**config.mk**
```make
export PLATFORM = sky130hd
export DESIGN_NAME = rv32_data_port_arbiter
export DESIGN_NICKNAME = d
export VERILOG_FILES = /design/src/rtl/rv32_data_port_arbiter.sv
export SDC_FILE = /design/constraint.sdc
export NUM_CORES = 1
export LEC_CHECK = 0
export CAP_MARGIN = 20
export CELL_PAD_IN_SITES_DETAIL_PLACEMENT = 1
export CELL_PAD_IN_SITES_GLOBAL_PLACEMENT = 1
export CORE_ASPECT_RATIO = 1.5
export CORE_MARGIN = 3
export CORE_UTILIZATION = 10
export CTS_CLUSTER_DIAMETER = 40
export DETAILED_ROUTE_END_ITERATION = 8
export GPL_TIMING_DRIVEN = 1
export MAX_ROUTING_LAYER = met4
export PLACE_DENSITY_LB_ADDON = 0.1
export SYNTH_ARGS = -nofsm -noshare
export SYNTH_HDL_FRONTEND = slang
export SYNTH_SLANG_ARGS = --single-unit
```
**constraint.sdc**
```tcl
create_clock -name clk_i -period 2.3 [get_ports clk_i]
set_clock_uncertainty 0.1 [all_clocks]
set_input_delay 0.69 -clock clk_i [delete_from_list [all_inputs] [get_ports clk_i]]
set_output_delay 0.69 -clock clk_i [all_outputs]
set_load 0.05 [all_outputs]
```
**src/rtl/rv32_data_port_arbiter.sv**
```systemverilog
// rv32_data_port_arbiter
//
// Shares the single data port (port B) of rv32_main_memory between two requesters:
//   M0 - core load/store unit
//   M1 - DMA/debug loader
// Arbitration is round-robin. M1 may lock the port for a bounded burst of at most MAX_HOLD
// grants while M0 is waiting. One request is accepted per cycle. Each 1-cycle-latency BRAM
// response is routed back to the requester that issued it.
//
// Ports:
//   clk_i, reset_i           clock; synchronous active-high reset
//   m0_req_i/m0_valid_i      M0 request and valid
//   m0_ready_o               M0 request accepted this cycle
//   m0_rvalid_o/rdata/err    M0 response (load data or store ack; err = out of range)
//   m1_*                     same for M1, plus m1_lock_i to hold the grant
//   mem_req_o                to memory data_request
//   mem_ready_i              memory data_ready (address in range, combinational)
//   mem_rdata_i              memory read data, valid one cycle after the request
//
// Optional feature macro: RV32_MEM_ARB_PERF_EN
//   Adds the perf_m0_grants_o, perf_m1_grants_o and perf_conflicts_o counters.

package rv32_mem_pkg;
    typedef logic [31:0] rv32_word;

    typedef enum logic [3:0] {
        MEM_NOP = 4'd0,
        MEM_LB  = 4'd1,
        MEM_LH  = 4'd2,
        MEM_LW  = 4'd3,
        MEM_LBU = 4'd4,
        MEM_LHU = 4'd5,
        MEM_SB  = 4'd6,
        MEM_SH  = 4'd7,
        MEM_SW  = 4'd8
    } mem_op_e;

    typedef struct packed {
        rv32_word addr;
        rv32_word data;
        mem_op_e  op;
    } memory_request_t;
endpackage

module rv32_data_port_arbiter
    import rv32_mem_pkg::*;
#(
    parameter int unsigned MAX_HOLD = 8
) (
    input  logic            clk_i,
    input  logic            reset_i,
    input  memory_request_t m0_req_i,
    input  logic            m0_valid_i,
    output logic            m0_ready_o,
    output logic            m0_rvalid_o,
    output logic [31:0]     m0_rdata_o,
    output logic            m0_err_o,
    input  memory_request_t m1_req_i,
    input  logic            m1_valid_i,
    input  logic            m1_lock_i,
    output logic            m1_ready_o,
    output logic            m1_rvalid_o,
    output logic [31:0]     m1_rdata_o,
    output logic            m1_err_o,
    output memory_request_t mem_req_o,
    input  logic            mem_ready_i,
    input  logic [31:0]     mem_rdata_i
`ifdef RV32_MEM_ARB_PERF_EN
    ,
    output logic [31:0]     perf_m0_grants_o,
    output logic [31:0]     perf_m1_grants_o,
    output logic [31:0]     perf_conflicts_o
`endif
);

    localparam int unsigned HoldW = $clog2(MAX_HOLD + 1);
    localparam logic [HoldW-1:0] HoldMax = HoldW'(MAX_HOLD);

    typedef enum logic {
        OwnerM0 = 1'b0,
        OwnerM1 = 1'b1
    } owner_e;

    owner_e           last_grant_q, last_grant_d;
    logic [HoldW-1:0] hold_cnt_q, hold_cnt_d;
    logic             r_valid_q;
    owner_e           r_owner_q;
    logic             r_err_q;

    logic             locked;
    logic             gnt_m0, gnt_m1, any_gnt;
    logic [31:0]      resp_data;

    // Grant decision. Nothing is accepted while reset is asserted.
    always_comb begin
        locked = (last_grant_q == OwnerM1) && m1_lock_i && (hold_cnt_q < HoldMax);
        gnt_m0 = 1'b0;
        gnt_m1 = 1'b0;
        if (!reset_i) begin
            if (m0_valid_i && m1_valid_i) begin
                // Tie: M1 keeps the port while locked, otherwise alternate.
                if (locked || (last_grant_q == OwnerM0)) begin
                    gnt_m1 = 1'b1;
                end else begin
                    gnt_m0 = 1'b1;
                end
            end else begin
                gnt_m0 = m0_valid_i;
                gnt_m1 = m1_valid_i;
            end
        end
    end

    assign any_gnt    = gnt_m0 || gnt_m1;
    assign m0_ready_o = gnt_m0;
    assign m1_ready_o = gnt_m1;

    // Memory request: out-of-range accesses keep their address but become NOPs so that no
    // write can land in memory.
    always_comb begin
        mem_req_o = '0;
        if (gnt_m0) begin
            mem_req_o = m0_req_i;
        end else if (gnt_m1) begin
            mem_req_o = m1_req_i;
        end
        if (!mem_ready_i) begin
            mem_req_o.op = MEM_NOP;
        end
    end

    always_comb begin
        last_grant_d = last_grant_q;
        if (gnt_m0) begin
            last_grant_d = OwnerM0;
        end else if (gnt_m1) begin
            last_grant_d = OwnerM1;
        end
    end

    // Counts M1 lock grants that made M0 wait; saturates so M0 wins the next tie.
    always_comb begin
        hold_cnt_d = hold_cnt_q;
        if (gnt_m0 || !m1_lock_i) begin
            hold_cnt_d = '0;
        end else if (gnt_m1 && m0_valid_i && (hold_cnt_q != HoldMax)) begin
            hold_cnt_d = hold_cnt_q + HoldW'(1);
        end
    end

    always_ff @(posedge clk_i) begin
        if (reset_i) begin
            last_grant_q <= OwnerM1;
            hold_cnt_q   <= '0;
            r_valid_q    <= 1'b0;
            r_owner_q    <= OwnerM0;
            r_err_q      <= 1'b0;
        end else begin
            last_grant_q <= last_grant_d;
            hold_cnt_q   <= hold_cnt_d;
            r_valid_q    <= any_gnt;
            if (any_gnt) begin
                r_owner_q <= gnt_m1 ? OwnerM1 : OwnerM0;
                r_err_q   <= !mem_ready_i;
            end
        end
    end

    // Response routing; the non-owner sees all zeros.
    assign resp_data   = r_err_q ? 32'd0 : mem_rdata_i;
    assign m0_rvalid_o = r_valid_q && (r_owner_q == OwnerM0);
    assign m1_rvalid_o = r_valid_q && (r_owner_q == OwnerM1);
    assign m0_err_o    = m0_rvalid_o && r_err_q;
    assign m1_err_o    = m1_rvalid_o && r_err_q;
    assign m0_rdata_o  = m0_rvalid_o ? resp_data : 32'd0;
    assign m1_rdata_o  = m1_rvalid_o ? resp_data : 32'd0;

`ifdef RV32_MEM_ARB_PERF_EN
    logic [31:0] perf_m0_q, perf_m1_q, perf_conf_q;

    always_ff @(posedge clk_i) begin
        if (reset_i) begin
            perf_m0_q   <= '0;
            perf_m1_q   <= '0;
            perf_conf_q <= '0;
        end else begin
            if (gnt_m0) begin
                perf_m0_q <= perf_m0_q + 32'd1;
            end
            if (gnt_m1) begin
                perf_m1_q <= perf_m1_q + 32'd1;
            end
            if (m0_valid_i && m1_valid_i) begin
                perf_conf_q <= perf_conf_q + 32'd1;
            end
        end
    end

    assign perf_m0_grants_o = perf_m0_q;
    assign perf_m1_grants_o = perf_m1_q;
    assign perf_conflicts_o = perf_conf_q;
`endif

endmodule

```
# Word-level counts from Yosys, hierarchy flattened
# Index checks and enable logic that the tools add are counted.
# classes
n_lt_le_gt_ge,1
eq_ne,1
add_sub_neg,1
n_mux,15
bitwise_logic,2
reduce_logical,16
# op_table
cell,n
$mux W68,2
$mux W32,3
$logic_and A1 B1 Y1,9
$mux W1,9
$add A4 B1 Y4 const B,1
$lt A4 B4 Y1 const B,1
$mux W4,1
$ne A4 B4 Y1 const B,1
$logic_or A1 B1 Y1,3
$logic_not A1 Y1,2
$not A1 Y1,2
$reduce_bool A2 Y1,1
$reduce_or A2 Y1,1
# totals
word_cells,41
reg_bits,8

# Longest topological paths before layout
# Gate-level depths: netlist of the first run.
# depth
word_depth,9
mapped_depth,6
mapped_depth_nobuf,6

# Least setup slack after synthesis of the first run
# No wires, ideal clock.
# synth_path
path_kind,input to output
from,input port m1_lock_i
to,output port mem_req_o[50] (netlist bit)
required_time_ns,1.510
n_path_buf,2
setup_slack_ns,-0.442
stages,6
arrival_time_ns,1.952
path_cell_list,nor2b_4 > o21ai_1 > and3b_1 > buf_2 > buf_4 > a22o_1
# synth_lines
element,line,source
"start, declared",60,"input logic m1_lock_i,"
"end, declared",65,"output memory_request_t mem_req_o,"

==> flow_metrics.py, run 1 <==
metrics = {
    "yosys": {
        "synthCells": 247,
        "synth_area_leaders": "a22o_1 (36%), nor2_1 (17%), dfxtp_1 (10%)",
        "synthFlopType": "dfxtp_1",
        "syn_nets": 423,
        "ys_warn_count": 0,
        "syn_area_sq_um": 1550,
        "seq_area_frac_synth_pct": 10.3,
        "synth_top_area_cell": "a22o_1",
        "avgSynthCellArea_sq_um": 6.29,
        "synthArstFlopShare_pct": 0,
        "ys_ff_latch": 8,
        "synth_top_area_share_pct": 36.1,
        "synthDistinctLibCells": 33,
        "synth_common_cells": "nor2_1 (72), a22o_1 (64), nand2_1 (36)",
        "yosysMostFrequentCell": "nor2_1",
        "synth_edf_count": 0,
    },
    "worst_setup_path": {
        "required_ps": 1510,
        "arrival_ps": 1990,
        "cp_max_fo": 6,
        "worst_setup_path_end_kind": "output port",
        "critPathKind": "primary input to output port",
        "crit_chain": "buf_6 > nor2b_4 > o21ai_4 > clkinv_4 > buf_12 > buf_16 > and3_4 > a31o_4 > buf_8",
        "critPathSlowestCell": "a31o_4",
        "r2r_slack_ps": 720,
        "slowest_delay_ps": 210,
        "start_kind": "primary input",
    },
    "grt": {
        "grt_pass1_vias": 3910,
        "grt_max_degree": 35,
        "grt_usage_pct": 17.0,
        "antenna_found_initial": 1,
        "overflow": 0,
        "grt_first_pass_wirelength_um": 21900,
    },
    "sta": {
        "setup_viol": 70,
        "slew_headroom_pct": 82.0,
        "fmax_mhz": 360,
        "hold_viol_final": 0,
        "worst_slack_ps": -477,
        "fin_crit_sh_pct": 121,
        "finalCriticalPeriod_ps": 2780,
        "drv_slew": 0,
        "rsz0062_at_grt": "yes",
        "holdWs_ps": 406,
        "tightestPinTransition_ps": 270,
        "fin_tns_setup_ps": -28010,
    },
    "run": {
        "max-cap-violations": 0,
    },
    "outcome": {
        "outcome": "finished with violations",
        "violations": "negative setup slack",
    },
    "final_layout": {
        "fillers": 1604,
        "final_layout_size_suffix_gt1_share_pct": 56.0,
        "nNetsFinal": 766,
        "area_growth_pct": 386,
        "fin_util_pct": 49.8,
    },
    "detailed_routing": {
        "route.detailed.drc": 0,
        "drt_first_iter_violations": 43,
        "drt-pass1-iter-count": 4,
        "wl_per_cell_um": 19.4,
        "ant_nets": 0,
        "wl_um": 15300,
        "vias": 3384,
        "viasPerCell": 4.29,
    },
    "floorplanning": {
        "num_rows": 55,
        "coreArea_sq_um": 15100,
        "start_util_pct": 10.3,
        "chipWidth_um": 108,
        "io_pins": 312,
        "fp.dieH_um": 159,
        "die_area_sq_um": 17100,
    },
    "clock_network": {
        "cts_buffers": 3,
        "h-tree-depth": 1,
        "root_buffer": "clkbuf_16",
        "clk_latency_ps": 230,
        "clock_sinks": 8,
        "cts.path.max_buffers": 2,
        "clk_pin_slew_ps": 40,
        "cts_tree": "done",
    },
    "placement": {
        "post-place-ws_ps": -894,
        "io_buffer_count": 311,
        "place_congestion": 0.690,
        "dp_hpwl_um": 11900,
    },
    "power_and_ir_drop": {
        "p_leak_nw": 3.26,
        "ir_drop_uv": 185,
        "power_density_nw_per_um2": 309,
    },
    "hold_path": {
        "holdCritPathClass": "flop to flop",
    },
}
[cell usage in the layout (no fill, tap or decap), types with 2 or more instances in the layout]
master           count
a21oi_1              3
buf_2                3
ha_1                 2
o21ai_0              2
buf_6               12
nor2b_4              2
nor2_4              19
clkbuf_16            6
buf_12              92
clkdlybuf4s50_1    137
nor2_1              32
nor2_2              21
dfxtp_1              8
inv_1                7
buf_4               19
and3_4               4
buf_8               59
a22o_4              64
nand2_2             12
nand2_1             24
buf_16               7
dlygate4sd2_1       32
a31o_4               4
[flip-flops by register name, summed over array words and instances, names as in the netlist]
name          flops
r_owner_q         1
hold_cnt_q        4
last_grant_q      1
r_valid_q         1
r_err_q           1
[repair_timing]
| item | in CTS | in global routing |
|---|---|---|
| gates resized for setup | 251 | 33 |
| gates cloned | 8 | 4 |
| setup buffers | 8 | 3 |
| endpoints found under the setup margin | 134 | 70 |
| hold buffers | 0 | 0 |
| pin swaps | 64 | 5 |
[worst max-delay path, delay by kind of cell]
kind                   cells  cell delay (ps)
AO/OA/AOI/OAI              2              380
AND/OR/NAND/NOR            2              290
buffers and inverters      5              630
[worst paths after layout]
path | from | cells past startpoint | end
worst max-delay path | m1_lock_i | 9 | mem_req_o[2]
worst max register to register | last_grant_q$_SDFFE_PP1P_ | 7 | last_grant_q$_SDFFE_PP1P_
worst min register to register | r_err_q$_SDFFE_PP0P_ | 2 | r_err_q$_SDFFE_PP0P_
worst min-delay path | r_err_q$_SDFFE_PP0P_ | 2 | r_err_q$_SDFFE_PP0P_
[kinds of logic (layout without fill, tap and decap cells)]
kind of cell,after synthesis,after routing,synth area share (%)
other,0,1,0
AO/OA/AOI/OAI,79,79,43.4
multiplexers,1,1,0.645
flip-flops,8,8,10.3
AND/OR/NAND/NOR,121,121,32.6
buffers and inverters,35,376,10.9
XOR/XNOR,1,1,0.564
adder cells (fa/ha/maj),2,2,1.61
[stage by stage]
stage / std cells / instance area (sq um) / total power [mW]
final: 788 / 7540 / 2.33
after global routing: 788 / 7540 / 2.43
after CTS: 781 / 7340 / 2.30
after detailed placement: 763 / 6300 / 1.76
after global placement: 763 / 6300 / 1.74
after floorplan: 247 / 2200 / 0.965
[power breakdown]
| group | total [mW] | switching (mW) | internal (mW) |
|---|---|---|---|
| combinational | 1.88 | 0.916 | 0.965 |
| clock | 0.299 | 0.0741 | 0.225 |
| sequential | 0.149 | 0.00393 | 0.145 |
| total | 2.33 | 0.994 | 1.34 |
[metal layers]
layer | vias to the layer above | GRT usage (%) | part of all wire (%)
met1 | 1580 | 15.8 | 31
met4 | 0 | 3.31 | 1.6
met3 | 16 | 5.48 | 10
li1 | 1573 | - | -
met5 | - | - | 0
met2 | 215 | 33.5 | 57
[area by class of cell]
cell class	instances	area, sq um	share of cell area, %
clock buffers	3	75.1	0.995
inverters	9	38.8	0.514
repair buffers	364	4940	65.5
diodes	1	2.50	0.0332
flip-flops and latches	8	160	2.12
multi-input cells	204	2080	27.6
well taps	199	249	3.30
Power figures use the tool's default switching activity.
==> run 2: changes to the inputs <==
--- a/config.mk
+++ b/config.mk
@@ -8,7 +8,7 @@
 export CAP_MARGIN = 20
 export CELL_PAD_IN_SITES_DETAIL_PLACEMENT = 1
 export CELL_PAD_IN_SITES_GLOBAL_PLACEMENT = 1
-export CORE_ASPECT_RATIO = 1.5
+export CORE_ASPECT_RATIO = 1.1
 export CORE_MARGIN = 3
 export CORE_UTILIZATION = 10
 export CTS_CLUSTER_DIAMETER = 40
@@ -16,6 +16,7 @@
 export GPL_TIMING_DRIVEN = 1
 export MAX_ROUTING_LAYER = met4
 export PLACE_DENSITY_LB_ADDON = 0.1
+export SLEW_MARGIN = 20
 export SYNTH_ARGS = -nofsm -noshare
 export SYNTH_HDL_FRONTEND = slang
 export SYNTH_SLANG_ARGS = --single-unit
==> run 2 against run 1 <==
Compared with the run above:
- the flow still finishes with violations (negative setup slack)
- sequential cell count is the same
- sequential share of layout area about the same
- count of clock-buffer cells in the layout unchanged
- routed wire length is 0.49% higher
- non-clock buffer count is 4 lower
- fmax decreased by 0.45%
- first-iteration DRC count grew 26%
- critical path depth is the same
- clock power decreased by 3%
- core utilization is 0.054 points lower
- design area fell by 0.28%
- critical path type unchanged
- critical endpoint is now mem_req_o[36]
- largest cell class unchanged
==> flow_metrics.py, run 2 (synthesis gave the netlist of run 1 again) <==
metrics = {
    "clock_network": {
        "clock_sinks": 8,
        "root_buffer": "clkbuf_16",
        "cts_tree": "done",
        "clk_pin_slew_ps": 40,
        "clk_latency_ps": 230,
        "cts_buffers": 3,
        "cts.path.max_buffers": 2,
        "hold_buffers": 0,
        "h-tree-depth": 1,
    },
    "worst_setup_path": {
        "worst_setup_path_end_kind": "output port",
        "cp_max_fo": 8,
        "cp_common_cell": "buf_6",
        "required_ps": 1510,
        "arrival_ps": 2000,
        "crit_chain": "buf_6 > nor2b_4 > o21ai_4 > clkinv_4 > buf_8 > buf_12 > buf_16 > a22o_4 > buf_6",
        "critPathSlowestCell": "a22o_4",
        "reg2reg_depth": 6,
        "slowest_delay_ps": 250,
        "start_kind": "primary input",
        "critPathKind": "primary input to output port",
    },
    "detailed_routing": {
        "ant_nets": 0,
        "wl_um": 15400,
        "drt_first_iter_violations": 54,
        "viasPerCell": 4.25,
        "wl_per_cell_um": 19.7,
        "route.detailed.drc": 0,
        "vias": 3321,
        "drt-pass1-iter-count": 4,
    },
    "floorplanning": {
        "coreArea_sq_um": 15100,
        "io_pins": 312,
        "fp.dieH_um": 137,
        "die_area_sq_um": 17100,
        "start_util_pct": 10.3,
        "num_rows": 47,
        "chipWidth_um": 125,
    },
    "run": {
        "max-cap-violations": 0,
    },
    "grt": {
        "grt_first_pass_wirelength_um": 22500,
        "grt_max_degree": 35,
        "grt_usage_pct": 17.1,
        "overflow": 0,
        "grt_pass1_vias": 3796,
        "antenna_found_initial": 2,
    },
    "final_layout": {
        "nNetsFinal": 762,
        "final_layout_size_suffix_gt1_share_pct": 56.5,
        "mostFrequentLayoutCell": "clkdlybuf4s50_1",
        "layout_common_cells": "clkdlybuf4s50_1 (137), buf_12 (92), a22o_4 (64)",
        "largest_register_ffs": 4,
        "top_register": "hold_cnt_q",
        "final_area_sq_um": 7520,
        "area_growth_pct": 385,
    },
    "sta": {
        "slew_headroom_pct": 81.2,
        "setup_viol": 70,
        "hold_viol_final": 0,
        "tightestPinTransition_ps": 282,
        "worst_slack_ps": -489,
        "fin_crit_sh_pct": 121,
        "rsz0062_at_grt": "yes",
        "finalCriticalPeriod_ps": 2790,
        "drv_slew": 0,
        "fin_tns_setup_ps": -32200,
        "fmax_mhz": 359,
    },
    "placement": {
        "place_congestion": 0.781,
        "io_buffer_count": 311,
        "dpl-instance-area_sq_um": 6270,
        "dp_hpwl_um": 11900,
    },
    "power_and_ir_drop": {
        "power_density_nw_per_um2": 308,
        "p_leak_nw": 3.24,
        "ir_drop_uv": 154,
    },
    "hold_path": {
        "holdCritPathClass": "flop to flop",
        "hold_path_depth": 2,
    },
    "outcome": {
        "outcome": "finished with violations",
        "violations": "negative setup slack",
    },
}
==> run 2: worst max-delay path: cells and delay by family <==
kind,cells,cell delay (ps)
and+or+nand+nor,1,130
AOI/OAI and AO/OA,2,420
buffers and inverters,6,750
==> run 2: metal layers <==
layer	track usage, %	share of wire, %
met5	-	0
met4	3.73	1.8
met3	4.72	8.1
met2	33.3	56
met1	17.0	34
==> run 2: power by group <==
part,internal (mW),switching [mW],leakage [nW]
Clock,0.224,0.0648,0.0370
Sequential,0.145,0.00398,0.0656
Combinational,0.957,0.923,3.14
==> run 2: layout make-up <==
| cell class | count | area (sq um) |
|---|---|---|
| Multi-Input combinational cell | 204 | 2120 |
| Antenna cell | 2 | 5.00 |
| Clock buffer | 3 | 75.1 |
| Inverter | 9 | 38.8 |
| Tap cell | 196 | 245 |
| Timing Repair Buffer | 360 | 4880 |
| Fill cell | 1605 | 7590 |
| Sequential cell | 8 | 160 |
==> run 2: worst paths after layout <==
| kind | start | to | slack [ps] |
|---|---|---|---|
| worst max-delay path | m1_lock_i | mem_req_o[36] | -490 |
| worst min register to register | r_err_q$_SDFFE_PP0P_ | r_err_q$_SDFFE_PP0P_ | 400 |
| worst min-delay path | r_err_q$_SDFFE_PP0P_ | r_err_q$_SDFFE_PP0P_ | 400 |
| worst max register to register | hold_cnt_q[0]$_SDFFE_PP0P_ | hold_cnt_q[2]$_SDFFE_PP0P_ | 670 |
==> run 2: timing repair <==
action,4_1_cts,5_1_grt
setup buffers,17,3
resized for setup,283,6
gates cloned,10,1
pin swaps,89,6
setup endpoints to repair,134,70
==> run 2: through the flow <==
| step | instances | worst slack (ps) | util [%] | hold WS (ps) | power, mW |
|---|---|---|---|---|---|
| 2_1_floorplan | 247 | -162 | - | 367 | 0.965 |
| 3_3_place_gp | 752 | -854 | 41.5 | 389 | 1.74 |
| 3_5_place_dp | 752 | -861 | 41.5 | 405 | 1.76 |
| 4_1_cts | 780 | -560 | 49.7 | 410 | 2.33 |
| 5_1_grt | 782 | -550 | 49.8 | 431 | 2.40 |
| 6_report | 782 | -489 | 49.8 | 402 | 2.32 |
